<file path="src/rtl/counter_ctrl_pkg.sv">
// Shared types and defaults for the counter_ctrl programmable timer block.
// Imported by the controller and by its counting datapath.
package counter_ctrl_pkg;

  localparam int DEFAULT_WIDTH = 4;

  typedef enum logic [1:0] {
    ST_IDLE  = 2'd0,
    ST_RUN   = 2'd1,
    ST_PAUSE = 2'd2
  } state_t;

endpackage

</file>
<file path="src/rtl/counter_ctrl_core.sv">
// Counting datapath for counter_ctrl: a WIDTH-bit up-counter with enable,
// synchronous clear and asynchronous active-low reset. Arithmetic wraps modulo 2^WIDTH.
module counter_core
  import counter_ctrl_pkg::*;
#(
  parameter int WIDTH = DEFAULT_WIDTH
) (
  input  logic             i_clk,
  input  logic             i_rst_n,
  input  logic             i_clear,
  input  logic             i_enable,
  output logic [WIDTH-1:0] o_count
);

  logic [WIDTH-1:0] r_count;

  // Clear takes priority so a periodic reload never races an increment.
  always_ff @(posedge i_clk or negedge i_rst_n) begin
    if (!i_rst_n) begin
      r_count <= '0;
    end else if (i_clear) begin
      r_count <= '0;
    end else if (i_enable) begin
      r_count <= r_count + 1'b1;
    end
  end

  assign o_count = r_count;

endmodule

</file>
<file path="src/rtl/counter_ctrl.sv">
// Programmable one-shot/periodic timer: IDLE/RUN/PAUSE sequencing,
// terminal-count tick, sticky irq and overrun flags.
module counter_ctrl
  import counter_ctrl_pkg::*;
#(
  parameter int WIDTH = DEFAULT_WIDTH
) (
  input  logic             clock_i,
  input  logic             reset_n_i,
  input  logic             start_i,
  input  logic             stop_i,
  input  logic             pause_i,
  input  logic             periodic_i,
  input  logic [WIDTH-1:0] limit_i,
  input  logic             irq_ack_i,
  output logic             busy_o,
  output logic [WIDTH-1:0] count_o,
  output logic             tick_o,
  output logic             irq_o,
  output logic             overrun_o
);

  state_t           r_state;
  state_t           w_next_state;
  logic [WIDTH-1:0] r_limit;
  logic             r_periodic;
  logic             r_busy;
  logic             r_tick;
  logic             r_irq;
  logic             r_overrun;
  logic [WIDTH-1:0] w_count;
  logic             w_terminal;
  logic             w_count_en;
  logic             w_count_clr;
  logic             w_capture;

  counter_core #(
    .WIDTH (WIDTH)
  ) u_core (
    .i_clk    (clock_i),
    .i_rst_n  (reset_n_i),
    .i_clear  (w_count_clr),
    .i_enable (w_count_en),
    .o_count  (w_count)
  );

  always_ff @(posedge clock_i or negedge reset_n_i) begin
    if (!reset_n_i) begin
      r_state <= ST_IDLE;
    end else begin
      r_state <= w_next_state;
    end
  end

  // Priority inside RUN: stop, then pause, then terminal count, then increment.
  always_comb begin
    w_next_state = r_state;
    w_terminal   = 1'b0;
    w_count_en   = 1'b0;
    w_count_clr  = 1'b0;
    w_capture    = 1'b0;
    case (r_state)
      ST_IDLE: begin
        if (start_i && !stop_i && (limit_i != '0)) begin
          w_next_state = ST_RUN;
          w_capture    = 1'b1;
          w_count_clr  = 1'b1;
        end
      end
      ST_RUN: begin
        if (stop_i) begin
          w_next_state = ST_IDLE;
        end else if (pause_i) begin
          w_next_state = ST_PAUSE;
        end else if (w_count == r_limit) begin
          w_terminal = 1'b1;
          if (r_periodic) begin
            w_count_clr = 1'b1;
          end else begin
            w_next_state = ST_IDLE;
          end
        end else begin
          w_count_en = 1'b1;
        end
      end
      ST_PAUSE: begin
        if (stop_i) begin
          w_next_state = ST_IDLE;
        end else if (!pause_i) begin
          w_next_state = ST_RUN;
        end
      end
      default: begin
        w_next_state = ST_IDLE;
      end
    endcase
  end

  always_ff @(posedge clock_i or negedge reset_n_i) begin
    if (!reset_n_i) begin
      r_limit    <= '0;
      r_periodic <= 1'b0;
    end else if (w_capture) begin
      r_limit    <= limit_i;
      r_periodic <= periodic_i;
    end
  end

  // A new terminal event beats a same-cycle ack; ack only clears when no event lands.
  always_ff @(posedge clock_i or negedge reset_n_i) begin
    if (!reset_n_i) begin
      r_busy    <= 1'b0;
      r_tick    <= 1'b0;
      r_irq     <= 1'b0;
      r_overrun <= 1'b0;
    end else begin
      r_busy <= (w_next_state != ST_IDLE);
      r_tick <= w_terminal;
      if (w_terminal) begin
        r_irq <= 1'b1;
        if (r_irq && !irq_ack_i) begin
          r_overrun <= 1'b1;
        end
      end else if (irq_ack_i) begin
        r_irq     <= 1'b0;
        r_overrun <= 1'b0;
      end
    end
  end

  assign busy_o    = r_busy;
  assign count_o   = w_count;
  assign tick_o    = r_tick;
  assign irq_o     = r_irq;
  assign overrun_o = r_overrun;

endmodule

</file>
<file path="config.mk">
export PLATFORM = sky130hd
export DESIGN_NAME = counter_ctrl
export DESIGN_NICKNAME = d
export VERILOG_FILES = /design/src/rtl/counter_ctrl_pkg.sv /design/src/rtl/counter_ctrl_core.sv /design/src/rtl/counter_ctrl.sv
export SDC_FILE = /design/constraint.sdc
export NUM_CORES = 1
export LEC_CHECK = 0
export CORE_AREA = 2 2 51 53
export DETAILED_ROUTE_END_ITERATION = 6
export DIE_AREA = 0 0 53 55
export PLACE_DENSITY = 0.67
export SLEW_MARGIN = 10
export SYNTH_ARGS = -nofsm -noshare
export SYNTH_HDL_FRONTEND = slang
export SYNTH_SLANG_ARGS = --single-unit
</file>
<file path="constraint.sdc">
create_clock -name clock_i -period 2.1 [get_ports clock_i]
set_clock_uncertainty 0.05 [all_clocks]
set_input_delay 0.42 -clock clock_i [delete_from_list [all_inputs] [get_ports clock_i]]
set_output_delay 0.42 -clock clock_i [all_outputs]
set_load 0.02 [all_outputs]
</file>
==> results of run 1 <==
[synth_stat cells]
cell,count,area (um2)
a21oi_1,4,20.0
o41ai_4,2,55.1
ha_1,1,12.5
nor4b_4,2,47.6
buf_2,2,10.0
o211ai_1,1,7.51
o2bb2ai_2,1,15.0
nand3b_1,1,7.51
nand3_1,4,20.0
inv_1,5,18.8
nor2_1,3,11.3
xnor2_1,1,8.76
mux2_2,1,11.3
xor2_1,5,43.8
or3_1,2,12.5
or4_1,1,7.51
o31a_1,1,8.76
o22ai_1,1,6.26
o41ai_2,1,16.3
nor3b_1,2,15.0
dfrtp_1,15,375
o21ai_0,3,15.0
nand2_1,13,48.8
[worst max-delay path, cell delays in order (launching register included)]
cell,delay [ps]
dfrtp_1,450
xor2_1,190
or4_1,650
o21ai_0,300
o211ai_1,140
[routing by layer]
| layer | track usage, % | vias to the layer above | routed length, um |
|---|---|---|---|
| li1 | - | 309 | - |
| met1 | 16.2 | 289 | 672 |
| met2 | 22.3 | 12 | 778 |
| met3 | 1.61 | 2 | 47 |
| met4 | 7.69 | 0 | 13 |
| met5 | 0 | - | 0 |
[power by group through the flow]
stage | sequential [W] | clock [W] | combinational, W
floorplan | 0.000378 | 0 | 0.000116
global placement | 0.000373 | 0 | 0.000206
detailed placement | 0.000375 | 0 | 0.000210
CTS | 0.000368 | 0.000175 | 0.000211
global route | 0.000376 | 0.000181 | 0.000230
finish | 0.000367 | 0.000165 | 0.000206
[sequential cells by signal (all words and copies together), names as in the netlist]
| signal | cells |
|---|---|
| r_limit | 4 |
| u_core.o_count | 4 |
| r_state | 2 |
| busy_o | 1 |
| irq_o | 1 |
| overrun_o | 1 |
| r_periodic | 1 |
| tick_o | 1 |
[final timing paths]
check | start | endpoint | slack, ps | depth (start not counted)
setup / recovery | u_core.o_count[0]$_DFFE_PN0P_ | busy_o$_DFF_PN0_ | 190 | 4
hold / removal | reset_n_i | u_core.o_count[2]$_DFFE_PN0P_ | 390 | 2
setup reg to reg | u_core.o_count[0]$_DFFE_PN0P_ | busy_o$_DFF_PN0_ | 190 | 4
hold reg to reg | r_limit[1]$_DFFE_PN0P_ | r_limit[1]$_DFFE_PN0P_ | 450 | 2
max in group asynchronous | reset_n_i | r_periodic$_DFFE_PN0P_ | 1430 | 2
min in group clock_i | r_limit[1]$_DFFE_PN0P_ | r_limit[1]$_DFFE_PN0P_ | 450 | 2
[through the flow]
stage                     instance area (um2)  worst slack, ps  std cells
final                                    1090              189        130
after global routing                     1090             83.6        130
after CTS                                1090              180        130
after detailed placement                 1060            -34.7        126
after global placement                   1060             10.2        126
after floorplan                           795              252         72
[kinds of logic (layout without fill, tap and decap cells)]
logic type / count (synthesis) / in the layout
AOI/OAI and AO/OA: 14 / 14
and+or+nand+nor: 28 / 28
DFF: 15 / 15
adders and majority gates: 1 / 1
muxes: 1 / 1
xor gates and xnor gates: 6 / 6
buffers and inverters: 7 / 35
[cell type report]
cell class | instances | area share (%)
Clock buffer | 4 | 2.41
Sequential cell | 15 | 34.5
Multi-Input combinational cell | 50 | 35.9
Timing Repair Buffer | 26 | 22.1
Inverter | 5 | 1.72
Tap cell | 30 | 3.45
==> results.cfg, run 1 <==
[layout]
syn_to_final_growth_pct = 37.0
most-common-layout-cells = clkdlybuf4s50_1 (18), dfrtp_1 (15), nand2_1 (13), buf_4 (8)
drive_gt1_share_pct = 18.0
ff_latch_area_um2 = 375
multiInputGateArea_um2 = 390
post-route-util_pct = 46.0
diodes = 0
final_common_cell = clkdlybuf4s50_1
nets = 113
fillers = 245

[synth]
syn_inst = 72
synthAdderAreaFrac_pct = 1.57
synth_mux_area_share_pct = 1.42
synthXorXnorAreaFrac_pct = 6.61
synth_top_family_by_area = simple AND/OR/NAND/NOR gates
postSynthAreaPerCell_um2 = 11.0
yosysSeqAreaShare_pct = 47.2
synthSimpleGateAreaFrac_pct = 21.4
synth_compound_area_share_pct = 18.1
ys_types = 23
yosys_warnings = 0
synth_nets = 84
syn-cell-area_um2 = 795
ys_ff_latch = 15

[worst_setup_path]
crit_required_ps = 2200
worst-setup-path-type = reg -> reg
crit_arrival_ps = 2010
end_kind = flip-flop
critPathMaxFanout = 6
start_kind = flip-flop

[routing]
drtIter0Drc = 7
drcViolationCount = 0
vias = 612
wl_per_cell_um = 11.6
wirelength_mm = 1.51
dr.pass1.iters = 3
viasPerCell = 4.71
ant_nets = 0

[sta]
worst_pin_slew_ps = 464
finalSetupViolations = 0
max_freq_mhz = 523
period_needed_ps = 1910
holdWs_ps = 392
rsz0062_at_grt = false
tns_ps = 0
slew_violations = 0
slew_headroom_pct = 69.0
final_hold_viol_count = 0
post-route-period-util_pct = 91.0

[cts]
tritoncts = yes
postCtsResizedCells = 0
clkSinkCount = 15
htree_levels = 1
cts_setup_buffers = 0
cts_buffers = 3
cts_hold_buf = 0
clk_pin_slew_ps = 90
cts_root_buf = clkbuf_4
cts_max_path_buffers = 2
clock_latency_ps = 280

[global_routing]
gr-usage-all-layers_pct = 13.1
gr-total-overflow = 0
grt_first_pass_wirelength_mm = 2.68
grt_pass1_vias = 616
antenna_found_initial = 0
grt_start_max_net_pins = 16

[hold_path]
min-delay-path-class = in -> async

[flow_run]
max_cap_viol_count = 0

[die]
design.core.area_um2 = 2360
dieArea_um2 = 2920
initial_core_util_pct = 33.6
die_x_um = 53
die_h_um = 55
fp-row-count = 18
pin_count = 19

[power]
vdd_drop_max_uv = 369
p_comb_share_pct = 27.9
power.leakage_nw = 0.469
p_int_w = 0.000502
powerDensity_nw_per_um2 = 678
switching_share_pct = 31.9
power_frac_seq_pct = 49.8
power_w = 0.000738
power_switching_w = 0.000235
clock_power_share_pct = 22.3

[run_status]
status = completed

[placement]
gp_congestion = 0.725
hpwl_mm = 1.22
numPortBuffers = 18
No activity file was read; power rests on OpenSTA's default activity.
==> run 2, diff against run 1 <==
==> constraint.sdc (replaced) <==
create_clock -name clock_i -period 2.1 [get_ports clock_i]
set_clock_uncertainty 0.05 [all_clocks]
set_input_delay 0.42 -clock clock_i [delete_from_list [all_inputs] [get_ports clock_i]]
set_output_delay 0.42 -clock clock_i [all_outputs]
set_load 0.05 [all_outputs]
==> results.cfg, run 2 (synthesized netlist as in run 1, its figures left out) <==
[sta]
slew_violations = 0
max_freq_mhz = 497
period_needed_ps = 2010
worst_pin_slew_ps = 493
rsz0062_at_grt = false
holdWs_ps = 342
final_hold_viol_count = 0
slew_headroom_pct = 67.0
finalSetupViolations = 0
post-route-period-util_pct = 95.9

[hold_path]
min-delay-path-class = in -> async

[die]
fp-row-count = 18
dieArea_um2 = 2920
pin_count = 19
die_h_um = 55
initial_core_util_pct = 33.6
design.core.area_um2 = 2360
die_x_um = 53

[placement]
gp_congestion = 0.734
numPortBuffers = 18
hpwl_mm = 1.27

[layout]
final_common_cell = clkdlybuf4s50_1
diodes = 0
syn_to_final_growth_pct = 37.6
most-common-layout-cells = clkdlybuf4s50_1 (17), dfrtp_1 (15), nand2_1 (13), buf_4 (10)
nets = 114
drive_gt1_share_pct = 19.8

[worst_setup_path]
critPathMaxFanout = 5
crit_path_max_incr_delay_ps = 830
worst-setup-path-type = reg -> out
start_kind = flip-flop
crit_family = buffers and inverters
crit_buf_inv = 1
crit_path_top_delay_cell = clkdlybuf4s50_1
crit_chain = clkdlybuf4s50_1
crit_required_ps = 1630
end_kind = output pin
crit_arrival_ps = 1540

[global_routing]
gr-total-overflow = 0
grt_pass1_vias = 671
antenna_found_initial = 0
grt_start_max_net_pins = 9
gr-usage-all-layers_pct = 13.4
grt_first_pass_wirelength_mm = 2.77

[routing]
ant_nets = 0
vias = 634
viasPerCell = 4.84
wirelength_mm = 1.60
wl_per_cell_um = 12.2
drcViolationCount = 0
drtIter0Drc = 5
dr.pass1.iters = 4

[run_status]
status = completed

[cts]
tritoncts = yes
clkSinkCount = 15
cts_max_path_buffers = 2
clk_pin_slew_ps = 90
postCtsResizedCells = 0
cts_hold_buf = 0
cts_setup_buffers = 0
cts_root_buf = clkbuf_4
cts_buffers = 3
clock_latency_ps = 280
htree_levels = 1

[power]
vdd_drop_max_uv = 331
power_w = 0.000779
powerDensity_nw_per_um2 = 712
power.leakage_nw = 0.476

[flow_run]
max_cap_viol_count = 0
run 2: final timing paths:
kind | from | endpoint | slack [ps] | depth (start not counted)
setup / recovery | u_core.o_count[2]$_DFFE_PN0P_ | count_o[2] | 90 | 1
max in group asynchronous | reset_n_i | r_periodic$_DFFE_PN0P_ | 1210 | 2
hold / removal | reset_n_i | u_core.o_count[1]$_DFFE_PN0P_ | 340 | 1
setup reg to reg | u_core.o_count[1]$_DFFE_PN0P_ | u_core.o_count[0]$_DFFE_PN0P_ | 190 | 4
hold reg to reg | r_limit[2]$_DFFE_PN0P_ | r_limit[2]$_DFFE_PN0P_ | 450 | 2
min in group clock_i | r_limit[2]$_DFFE_PN0P_ | r_limit[2]$_DFFE_PN0P_ | 450 | 2
run 2: layer usage:
metal | wire, um | vias up | track usage [%]
met5 | 0 | - | 0
met4 | 14 | 0 | 8.97
met3 | 59 | 4 | 2.96
met2 | 799 | 14 | 23.1
met1 | 729 | 306 | 14.9
li1 | - | 310 | -
run 2: cell type report:
class,instances,area (um2)
Fill cell,240,1270
Multi-Input combinational cell,50,390
Sequential cell,15,375
Timing Repair Buffer,27,245
Tap cell,30,37.5
Clock buffer,4,26.3
Inverter,5,18.8
run 2: stage by stage:
step / std cells / util, % / worst slack, ps / TNS [ps] / cell area [um2]
global route: 131 / 46.2 / 10.1 / 0 / 1090
finish: 131 / 46.2 / 86.0 / 0 / 1090
detailed placement: 127 / 45.1 / -49.2 / -169 / 1070
global placement: 127 / 45.1 / 33.4 / 0 / 1070
CTS: 131 / 46.2 / 61.5 / 0 / 1090
floorplan: 72 / - / 77.3 / 0 / 795
run 2: where the power goes:
group	internal (W)	switching, W	leakage (nW)
registers	0.000327	0.0000341	0.198
clock network	0.0000736	0.0000928	0.0150
logic	0.000106	0.000145	0.263
